**src/rtl/ram_arbiter.sv**
```systemverilog
// Round-robin arbiter sharing one single-port synchronous RAM between two clients.
// Every access is an issue phase followed, for reads, by a one-cycle capture phase.
module ram_arbiter #(
  parameter int AW = 4,
  parameter int DW = 8
) (
  input  logic          clk,
  input  logic          rst,
  input  logic          req0,
  input  logic          we0,
  input  logic [AW-1:0] addr0,
  input  logic [DW-1:0] din0,
  output logic          gnt0,
  output logic          rvalid0,
  input  logic          req1,
  input  logic          we1,
  input  logic [AW-1:0] addr1,
  input  logic [DW-1:0] din1,
  output logic          gnt1,
  output logic          rvalid1,
  output logic [DW-1:0] rdata,
  output logic          busy,
  output logic          ram_we,
  output logic [AW-1:0] ram_addr,
  output logic [DW-1:0] ram_din,
  input  logic [DW-1:0] ram_dout
);

  localparam logic [1:0] IDLE    = 2'd0;
  localparam logic [1:0] ISSUE   = 2'd1;
  localparam logic [1:0] CAPTURE = 2'd2;

  logic [1:0]    state_reg, state_next;
  logic          last_grant_reg, last_grant_next;
  logic          win_reg, win_next;
  logic          win_we_reg, win_we_next;
  logic          gnt0_next, gnt1_next;
  logic          rvalid0_next, rvalid1_next;
  logic          ram_we_next;
  logic [AW-1:0] ram_addr_next;
  logic [DW-1:0] ram_din_next;
  logic [DW-1:0] rdata_next;
  logic          busy_next;
  logic          sel;

  always_comb begin
    state_next      = state_reg;
    last_grant_next = last_grant_reg;
    win_next        = win_reg;
    win_we_next     = win_we_reg;
    gnt0_next       = 1'b0;
    gnt1_next       = 1'b0;
    rvalid0_next    = 1'b0;
    rvalid1_next    = 1'b0;
    ram_we_next     = 1'b0;
    ram_addr_next   = ram_addr;
    ram_din_next    = ram_din;
    rdata_next      = rdata;
    sel             = 1'b0;

    case (state_reg)
      IDLE: begin
        if (req0 || req1) begin
          // On a tie the requester that did not win last time goes next.
          sel             = (req0 && req1) ? ~last_grant_reg : req1;
          ram_addr_next   = sel ? addr1 : addr0;
          ram_din_next    = sel ? din1 : din0;
          ram_we_next     = sel ? we1 : we0;
          gnt0_next       = ~sel;
          gnt1_next       = sel;
          last_grant_next = sel;
          win_next        = sel;
          win_we_next     = sel ? we1 : we0;
          state_next      = ISSUE;
        end
      end
      ISSUE: begin
        // The RAM performs the command at the edge that leaves this state.
        state_next = win_we_reg ? IDLE : CAPTURE;
      end
      CAPTURE: begin
        rdata_next   = ram_dout;
        rvalid0_next = ~win_reg;
        rvalid1_next = win_reg;
        state_next   = IDLE;
      end
      default: state_next = IDLE;
    endcase

    busy_next = (state_next != IDLE);
  end

  always_ff @(posedge clk or posedge rst) begin
    if (rst) begin
      state_reg      <= IDLE;
      last_grant_reg <= 1'b1;
      win_reg        <= 1'b0;
      win_we_reg     <= 1'b0;
      gnt0           <= 1'b0;
      gnt1           <= 1'b0;
      rvalid0        <= 1'b0;
      rvalid1        <= 1'b0;
      ram_we         <= 1'b0;
      ram_addr       <= '0;
      ram_din        <= '0;
      rdata          <= '0;
      busy           <= 1'b0;
    end else begin
      state_reg      <= state_next;
      last_grant_reg <= last_grant_next;
      win_reg        <= win_next;
      win_we_reg     <= win_we_next;
      gnt0           <= gnt0_next;
      gnt1           <= gnt1_next;
      rvalid0        <= rvalid0_next;
      rvalid1        <= rvalid1_next;
      ram_we         <= ram_we_next;
      ram_addr       <= ram_addr_next;
      ram_din        <= ram_din_next;
      rdata          <= rdata_next;
      busy           <= busy_next;
    end
  end

endmodule

```
**config.mk**
```make
export PLATFORM = sky130hd
export DESIGN_NAME = ram_arbiter
export DESIGN_NICKNAME = d
export VERILOG_FILES = /design/src/rtl/ram_arbiter.sv
export SDC_FILE = /design/constraint.sdc
export NUM_CORES = 1
export LEC_CHECK = 0
export BUFFER_PORTS_ARGS = -buffer_cell sky130_fd_sc_hd__buf_2
export CORE_UTILIZATION = 40
export CTS_CLUSTER_DIAMETER = 60
export DETAILED_ROUTE_END_ITERATION = 12
export PLACE_DENSITY = 0.73
export SYNTH_ARGS = -nofsm -noshare
export SYNTH_HDL_FRONTEND = slang
export SYNTH_SLANG_ARGS = --single-unit
```
**constraint.sdc**
```tcl
create_clock -name clk -period 1.1 [get_ports clk]
set_input_delay 0.275 -clock clk [delete_from_list [all_inputs] [get_ports clk]]
set_output_delay 0.275 -clock clk [all_outputs]
set_load 0.01 [all_outputs]
```
==> qor.txt <==
Result of the run: finished, violations left
Failing checks: setup timing
Number of port buffers: 63
Number of buffers and inverters on the critical path: 1
Master cell of the clock root buffer: clkbuf_4
Clock slew at the register clock pins of the worst setup and hold paths: 0.10 ns
Worst IR drop on VDD: 0.00129 V
Time the worst path needs with I/O delays and setup: 1.17 ns
Detailed-route wire length: 3290 um
RSZ-0062 raised after global routing: yes
Commonest non-fill, non-tap cells in the layout: buf_2 (61), dfrtp_1 (28), nand2_1 (23)
CP max-delay cell: dfrtp_1
Count of inserted antenna diode cells: 0
Cell type contributing the most total cell area after synthesis: dfrtp_1
Ratio of routed vias to standard cells: 4.96
Synthesized cell area: 1290 sq um
Via count of the first global-routing pass: 1185
Worst Skew: 0.0142 ns
Clock tree from TritonCTS: built
Measured slew at the worst slew-check pin: 0.220 ns
Clock latency of the later-clocked register in the worst-skew pair: 0.33 ns
Setup Total Neg Slack: -1.44 ns
Crit-path max FO: 2
Synth Warn #: 0
Vert. Die Dim: 58.8 um
Category of cells accounting for the largest share of critical-path delay: flip-flops
HPWL after detailed placement: 2160 um
Setup slack after layout: -0.0679 ns
Endpoints failing setup: 47
Class of the most critical setup path: reg2out
Worst endpoint data arrival time: 0.89 ns
Count of vias placed by the detailed router: 1240
First-pass GRT wire length: 5240 um
Post-detailed-route DRC marker count: 0
Post-DR wirelength/cell: 13.1 um
Number of ports placed on the die boundary: 64
Area share of the largest cell type after synthesis: 58.2%
Placed cell areas: 1770 sq um
Largest buffer count on any clock path: 2
Cts bufs inserted: 5
Sort of element at the start of the critical path: flop
Fraction of layout instances using a drive strength above 1: 55.8%
Sequential standard cell area: 779 sq um
Global placer's final weighted congestion: 0.736
Max-cap violation count: 0
Cell Pwr Density: 2800 nW/um^2
Synthesized instance count: 117
Syn-to-layout area delta: 56.0%
Post-synth cell types: 27
Crit path cell chain: buf_2
Total leakage power: 1.02 nW
Final count of hold timing violations: 0
Total routing usage reported by global routing: 20.4%
Register bit count reported by yosys: 31
Slowest stage delay, CP: 0.41 ns
GR Overflow Total: 0
Largest registers in the final layout: ram_din x8, rdata x8, ram_addr x4
Die Wd: 58.8 um
Antenna violations before repair: 0
Tightest slew margin relative to the limit: 85.3%
Syn nets: 155
Register area share after synthesis: 60.2%
Final worst-path cycle share: 106%
Footprint of the multi-input gates: 537 sq um
Pin count of the biggest net entering global routing: 32
Final non-filler cell area: 2010 sq um
Layout net count: 243
Total number of placement rows: 20
Area of the die: 3460 sq um
Hold WS: 0.161 ns
Mean cell area of the mapped netlist: 11.0 sq um
Fmax achieved: 856 MHz
Data required time of the worst path: 0.82 ns
H-tree lvl count: 2
Leading cell type in the layout, fill and taps excluded: buf_2
Final count of pins violating max slew: 0
Core occupancy in the finished layout: 65.9%
Initial cell density of the core: 42.3%
Routed Antenna Nets: 0
Crit end category: output port
Number of fill cells: 262
DRC violation total after the first TritonRoute iteration: 23
Type of the worst min-delay path: in2reg
Pre-Repair DR Iteration Count: 4
Total core area: 3050 sq um
Ranking of synthesized cells by area: dfrtp_1 (58%), nand2_1 (7.6%), mux2_1 (7.0%), a31oi_1 (5.8%), a21oi_1 (4.7%)
Total number of clock tree sinks: 31
-- area by class of cell --
class,count,share of cell area (%)
sequential,31,38.7
timing repair buffer,85,27.4
multi-input combinational,78,26.7
inverter,4,0.995
tap,44,2.74
clock buffer,8,3.42
-- synth_stat cells, drive strengths merged --
cell type	instances
a21bo	1
a21boi	1
a21o	1
a21oi	12
a22o	1
a31oi	12
buf	6
dfrtp	30
dfstp	1
inv	4
mux2	8
nand2	27
nand2b	1
nand4b	1
nor2	4
nor2b	1
nor3	1
nor3b	1
o21ai	1
o221ai	1
or2	2
-- power by group --
group | internal, mW | switching [mW]
sequential | 1.72 | 0.367
clock | 0.376 | 0.380
combinational | 1.50 | 1.30
-- final timing paths --
| kind | end | startpoint | cells after the start | slack, ns |
|---|---|---|---|---|
| max | ram_din[1] | ram_din[1]$_DFFE_PP0P_ | 1 | -0.07 |
| min | rdata[5]$_DFFE_PP0N_ | ram_dout[5] | 2 | 0.16 |
| max reg2reg | rdata[6]$_DFFE_PP0N_ | state_reg[1]$_DFF_PP0_ | 3 | -0.05 |
| min reg2reg | state_reg[1]$_DFF_PP0_ | win_we_reg$_DFFE_PP0P_ | 1 | 0.45 |
| max in group asynchronous | last_grant_reg$_DFFE_PP1P_ | rst | 4 | 0.34 |
| min in group asynchronous | busy$_DFF_PP0_ | rst | 4 | 0.53 |
-- routing by layer --
layer	part of all wire, %	GRT usage, %	up-vias
li1	-	-	583
met1	42	25.1	590
met2	50	34.7	62
met3	7.4	4.40	5
met4	1.1	8.50	0
met5	0	0	-
-- cell families after synthesis --
kind of cell / after synthesis / synth area share (%)
AOI/OAI and AO/OA: 30 / 14.5
buffers and inverters: 10 / 4.36
DFF: 31 / 60.2
muxes: 8 / 6.98
and+or+nand+nor: 38 / 14.0
-- stage by stage --
step	std cells	setup slack [ns]	total power, mW
floorplan	117	-0.000794	3.32
global placement	231	-0.0720	4.18
detailed placement	231	-0.123	4.27
CTS	248	-0.0635	5.44
global route	250	-0.101	6.00
finish	250	-0.0679	5.64
-- repair_timing --
item | in CTS | in global routing
buffers inserted | 6 | 2
cloned | 2 | 0
endpoints found under the setup margin | 46 | 52
hold endpoints to repair | 30 | 0
hold buffers | 1 | 0
pin swaps | 11 | 7
gates resized for setup | 14 | 10
(Power assumes the default switching activity.)
